`src/rtl/sort_pkg.sv`:
```
// Shared types and defaults for the frame sorter and its loader.
package sort_pkg;

    typedef enum logic [1:0] {
        S_IDLE  = 2'd0,
        S_START = 2'd1,
        S_WAIT  = 2'd2
    } sort_state_t;

    localparam int FRAME_CNT_W = 16;
    localparam int SORT_N      = 6;
    localparam int SORT_WIDTH  = 8;

endpackage

```
`src/rtl/frame_buf_bank.sv`:
```
// Two N-deep sample banks: one write port with zero-padding above the
// written slot, and a combinational read mux selecting a whole bank.
module frame_buf_bank
    import sort_pkg::*;
#(
    parameter int N     = SORT_N,
    parameter int WIDTH = SORT_WIDTH
) (
    input  logic                     clk,
    input  logic                     rst,
    input  logic                     i_we,
    input  logic                     i_wr_sel,
    input  logic [$clog2(N)-1:0]     i_wr_addr,
    input  logic [WIDTH-1:0]         i_wr_data,
    input  logic                     i_pad,
    input  logic                     i_rd_sel,
    output logic [WIDTH-1:0]         o_rd_data [N]
);

    localparam int AW = $clog2(N);

    logic [WIDTH-1:0] r_buf [2][N];

    // Store the sample; on a closing beat also zero every slot above it so
    // short frames present a clean tail.
    always_ff @(posedge clk or posedge rst) begin
        if (rst) begin
            for (int b = 0; b < 2; b++) begin
                for (int i = 0; i < N; i++) begin
                    r_buf[b][i] <= '0;
                end
            end
        end else if (i_we) begin
            for (int i = 0; i < N; i++) begin
                if (AW'(i) == i_wr_addr) begin
                    r_buf[i_wr_sel][i] <= i_wr_data;
                end else if (i_pad && (AW'(i) > i_wr_addr)) begin
                    r_buf[i_wr_sel][i] <= '0;
                end
            end
        end
    end

    // Present the selected bank as a parallel frame.
    always_comb begin
        for (int i = 0; i < N; i++) begin
            o_rd_data[i] = r_buf[i_rd_sel][i];
        end
    end

endmodule

```
`src/rtl/sort_frame_loader.sv`:
```
// Assembles a valid/ready sample stream into N-element frames in a
// ping-pong buffer and hands each complete frame to the sorter.
//
// state   | meaning
// S_IDLE  | no frame under sort; waiting for the sort-side buffer to fill
// S_START | one-cycle start pulse visible, frame counter advances
// S_WAIT  | frame held stable until the sorter reports done
module sort_frame_loader
    import sort_pkg::*;
#(
    parameter int N     = SORT_N,
    parameter int WIDTH = SORT_WIDTH
) (
    input  logic                     clk,
    input  logic                     rst,
    input  logic                     i_in_valid,
    output logic                     o_in_ready,
    input  logic [WIDTH-1:0]         i_in_data,
    input  logic                     i_in_last,
    output logic                     o_sort_start,
    input  logic                     i_sort_done,
    output logic [WIDTH-1:0]         o_sort_data [N],
    output logic                     o_frame_err,
    output logic [FRAME_CNT_W-1:0]   o_frame_count
);

    localparam int AW = $clog2(N);

    sort_state_t              r_state;
    sort_state_t              w_state_nxt;
    logic [1:0]               r_full;
    logic [1:0]               w_full_nxt;
    logic                     r_fill_sel;
    logic                     r_sort_sel;
    logic [AW-1:0]            r_wr_cnt;
    logic                     r_sort_start;
    logic                     r_frame_err;
    logic [FRAME_CNT_W-1:0]   r_frame_count;

    logic                     w_hs;
    logic                     w_at_end;
    logic                     w_close;
    logic                     w_err;
    logic                     w_start_nxt;
    logic                     w_release;

    assign o_in_ready    = ~r_full[r_fill_sel];
    assign w_hs          = i_in_valid & o_in_ready;
    assign w_at_end      = (r_wr_cnt == AW'(N - 1));
    assign w_close       = w_hs & (w_at_end | i_in_last);
    // Only a last-flag landing exactly on the final slot is a clean close.
    assign w_err         = w_close & ~(w_at_end & i_in_last);

    assign o_sort_start  = r_sort_start;
    assign o_frame_err   = r_frame_err;
    assign o_frame_count = r_frame_count;

    frame_buf_bank #(
        .N     (N),
        .WIDTH (WIDTH)
    ) u_bank (
        .clk       (clk),
        .rst       (rst),
        .i_we      (w_hs),
        .i_wr_sel  (r_fill_sel),
        .i_wr_addr (r_wr_cnt),
        .i_wr_data (i_in_data),
        .i_pad     (w_close),
        .i_rd_sel  (r_sort_sel),
        .o_rd_data (o_sort_data)
    );

    // Sort-side next state and strobes.
    always_comb begin
        w_state_nxt = r_state;
        w_start_nxt = 1'b0;
        w_release   = 1'b0;
        case (r_state)
            S_IDLE: begin
                if (r_full[r_sort_sel]) begin
                    w_state_nxt = S_START;
                    w_start_nxt = 1'b1;
                end
            end
            S_START: begin
                w_state_nxt = S_WAIT;
            end
            S_WAIT: begin
                if (i_sort_done) begin
                    w_release   = 1'b1;
                    w_state_nxt = S_IDLE;
                end
            end
            default: begin
                w_state_nxt = S_IDLE;
            end
        endcase
    end

    // Fill-close and release always touch different buffers, so both apply.
    always_comb begin
        w_full_nxt = r_full;
        if (w_close) begin
            w_full_nxt[r_fill_sel] = 1'b1;
        end
        if (w_release) begin
            w_full_nxt[r_sort_sel] = 1'b0;
        end
    end

    // Sort-side state, occupancy flags and buffer selects.
    always_ff @(posedge clk or posedge rst) begin
        if (rst) begin
            r_state    <= S_IDLE;
            r_full     <= '0;
            r_fill_sel <= 1'b0;
            r_sort_sel <= 1'b0;
        end else begin
            r_state <= w_state_nxt;
            r_full  <= w_full_nxt;
            if (w_close) begin
                r_fill_sel <= ~r_fill_sel;
            end
            if (w_release) begin
                r_sort_sel <= ~r_sort_sel;
            end
        end
    end

    // Write slot pointer within the frame being filled.
    always_ff @(posedge clk or posedge rst) begin
        if (rst) begin
            r_wr_cnt <= '0;
        end else if (w_close) begin
            r_wr_cnt <= '0;
        end else if (w_hs) begin
            r_wr_cnt <= r_wr_cnt + AW'(1);
        end
    end

    // Registered pulses and the handed-off frame counter.
    always_ff @(posedge clk or posedge rst) begin
        if (rst) begin
            r_sort_start  <= 1'b0;
            r_frame_err   <= 1'b0;
            r_frame_count <= '0;
        end else begin
            r_sort_start <= w_start_nxt;
            r_frame_err  <= w_err;
            if (r_state == S_START) begin
                r_frame_count <= r_frame_count + FRAME_CNT_W'(1);
            end
        end
    end

endmodule

```
`config.mk`:
```
export PLATFORM = sky130hd
export DESIGN_NAME = sort_frame_loader
export DESIGN_NICKNAME = d
export VERILOG_FILES = /design/src/rtl/sort_pkg.sv /design/src/rtl/frame_buf_bank.sv /design/src/rtl/sort_frame_loader.sv
export SDC_FILE = /design/constraint.sdc
export NUM_CORES = 1
export LEC_CHECK = 0
export ABC_AREA = 0
export BUFFER_PORTS_ARGS = -buffer_cell sky130_fd_sc_hd__buf_4
export CAP_MARGIN = 20
export CORE_MARGIN = 2
export CORE_UTILIZATION = 50
export DETAILED_ROUTE_END_ITERATION = 8
export PLACE_DENSITY = 0.81
export SLEW_MARGIN = 20
export SYNTH_ARGS = -nofsm -noshare
export SYNTH_HDL_FRONTEND = slang
export SYNTH_SLANG_ARGS = --single-unit
export TNS_END_PERCENT = 50
```
`constraint.sdc`:
```
create_clock -name clk -period 4.5 [get_ports clk]
set_clock_uncertainty 0.15 [all_clocks]
set_input_delay 0.9 -clock clk [delete_from_list [all_inputs] [get_ports clk]]
set_output_delay 0.9 -clock clk [all_outputs]
set_load 0.005 [all_outputs]
```
==> flow_summary.ini <==
[sta]
max_freq_mhz = 329.5
worst_pin_slew_ps = 721.6
worst_slack_ps = 1465
setup_violations = 0
rsz0062_at_grt = no
timing.hold.ws_ps = 327.2
slew_headroom_pct = 51.57
final.setup.tns_ps = 0
report.final.slew_viol_count = 0
fin_crit_sh_pct = 67.45
hold_viol = 0
period_needed_ps = 3035

[route]
first_pass_iters = 5
dr_total_vias = 3939
ant_nets = 0
wire_per_inst_um = 20.11
drt_wl_total_mm = 13.11
route.detailed.drc = 0
drt_iter0_drc = 293
avgViaCountPerCell = 6.041

[critical_path]
crit_type = flop to output port
path_cells = mux2_2 -> buf_4
slowest_delay_ps = 890
critical_path.max_fanout = 52
critPathCaptureType = output port
timing.rr.start = r_wr_cnt[0]
crit_buf_inv = 1
cp.required_ps = 3450
worstSetupStartpointType = flop
slowest_stage = dfrtp_4
cpLargestDelayFamily = flip-flops
cp.arrival_ps = 1990
crit_path_start = r_sort_sel

[clock_network]
cts_tree = yes
htreeDepth = 4
ctsHoldBuffers = 0
cts.clk_slew.worst_paths_ps = 60
clk_latency_ps = 520
cts_resized = 0
postCtsSetupRepairBufs = 0
clk_path_buf_depth = 2
cts_made_buffers = 17
clkSinkCount = 123
root_buffer = clkbuf_8

[global_route]
grt_usage_pct = 23.79
grt-ovfl-total = 0
grt_pass1_wl_mm = 20.99
grt_pass1_vias = 3963
grt_max_degree = 82
antenna_found_initial = 0

[place]
pre_cts_slack_ps = 1720
place_congestion = 0.8302
dp.final_hpwl_mm = 8.412
port-buffer-count = 79
dp.cells = 620

[logic_synthesis]
synth_area_um2 = 5413
yosysSeqAreaShare_pct = 56.87
synth-edff-count = 0
synth_cell_types = 41
ys_warn_count = 0
yosysTopAreaCell = dfrtp_1
synth_nets = 446
syn_area_per_cell_um2 = 12.62
synth.ff_latch_count = 123
synth.most_common_cell = dfrtp_1
ys.flop_type = dfrtp_1
synthCells = 429
netlist.area_leader.share_pct = 56.87
ys_top_cells_by_area = dfrtp_1 57%, a22o_1 11%, mux2_2 10%
synth_commonest_cells = 123 x dfrtp_1, 65 x a22o_1, 49 x mux2_2, 34 x nand2_1, 15 x o2bb2ai_1
async_flop_share_pct = 100.0

[layout]
layout-drive-gt1-share_pct = 32.56
antenna_cells = 0
finalNonFillerCells = 652
syn_to_final_growth_pct = 24.04
seqCellArea_um2 = 3082
multi_input_area_um2 = 2185
fill_cells = 765
nets = 520

[min_path]
hp-start = o_frame_count[15]
hold_class = flop to flop

[floorplanning]
coreArea_um2 = 10420
io_pins = 80
start_util_pct = 51.96
die_area_um2 = 11670
dieHeight_um = 108.0
row_count = 37
die_w_um = 108.0

[power_and_ir_drop]
internal-power_uw = 3172
switching_share_pct = 29.65
leakagePower_uw = 0.003249
pwr-share-seq_pct = 40.2
vdd.ir_drop.worst_uv = 300.0
combPwrFrac_pct = 27.6
clkPwrFrac_pct = 32.2
power_per_cell_area_nw_per_um2 = 671.7
p_switching_uw = 1337

[job]
drv_cap = 0

[status]
outcome = completed
worst register-to-register path: cells and delay by family, from the launching register on:
kind	cells	cell delay, ps
AO/OA/AOI/OAI	1	250
adder cells (fa/ha/maj)	1	330
flip-flops	1	510
buffers and inverters	1	300
AND/OR/NAND/NOR	2	620
path summary, 6_finish.rpt:
| kind | endpoint | slack (ps) | cells after the start |
|---|---|---|---|
| hold reg to reg | o_frame_count[15] | 330 | 1 |
| max in group asynchronous | u_bank.r_buf[26] | 3010 | 3 |
| setup / recovery | o_sort_data[20] | 1460 | 2 |
| setup reg to reg | u_bank.r_buf[14] | 2280 | 5 |
| hold / removal | o_frame_count[15] | 330 | 1 |
| min in group asynchronous | o_frame_count[11] | 370 | 2 |
power groups by stage:
| stage | combinational [µW] | sequential (µW) | clock, µW |
|---|---|---|---|
| after floorplan | 895 | 1620 | 0 |
| after global placement | 1210 | 1790 | 0 |
| after global routing | 1350 | 1860 | 1520 |
| after detailed placement | 1240 | 1810 | 0 |
| final | 1240 | 1810 | 1450 |
| after CTS | 1260 | 1800 | 1460 |
metal layers:
metal  routed length (µm)  track usage [%]  vias to the layer above  part of all wire (%)
met5                    0                0                        -                     0
met4                  329            10.90                        0                   2.5
met3                  647            6.209                       27                   4.9
met2                 6415            36.30                      152                    49
met1                 5720            32.08                     2009                    44
li1                     -                -                     1751                     -
stage by stage:
stage                     cell area [µm²]  total power (µW)  utilization (%)
after floorplan                      5413              2516                -
after global placement               6071              3001            58.28
after detailed placement             6071              3054            58.28
after CTS                            6709              4526            64.41
after global routing                 6714              4726            64.46
final                                6714              4510            64.46
cell families (layout without fill, tap and decap cells):
kind of cell	count (synthesis)	in the layout	share of synthesized area, %
xor gates and xnor gates	18	18	2.913
muxes	51	51	10.56
AOI/OAI and AO/OA	115	115	17.31
DFF	123	123	56.87
and+or+nand+nor	85	85	8.645
buffers and inverters	33	120	2.774
adders and majority gates	4	4	0.9247
layout by cell type, fill, tap and decap left out, types with 3 or more instances in the layout:
cell type / count
nor2_1: 13
xor2_1: 6
inv_1: 5
xnor2_1: 12
nor3b_1: 3
a22o_1: 65
clkbuf_8: 7
mux2_2: 49
clkbuf_16: 16
nor3_1: 6
bufinv_16: 4
a32o_1: 9
nand2_1: 34
nor2b_1: 3
dfrtp_1: 122
ha_1: 4
clkbuf_1: 3
o21ai_0: 13
nand3_1: 3
nand4_1: 4
buf_4: 81
o2bb2ai_1: 15
o21ai_1: 6
and2_1: 4
final cells by class:
cell class                 count  area share [%]
timing repair buffer          81           9.057
clock inverter                 6           1.938
multi-input combinational    273           32.54
sequential                   123           45.90
inverter                       7          0.4659
tap                          136           2.534
clock buffer                  26           7.566
registers in the layout (all words and copies together), names as in the netlist:
name	cells
o_frame_count	16
o_frame_err	1
o_sort_start	1
r_fill_sel	1
r_full	2
r_sort_sel	1
r_state	2
r_wr_cnt	3
u_bank.r_buf	96
(Power assumes the default switching activity.)
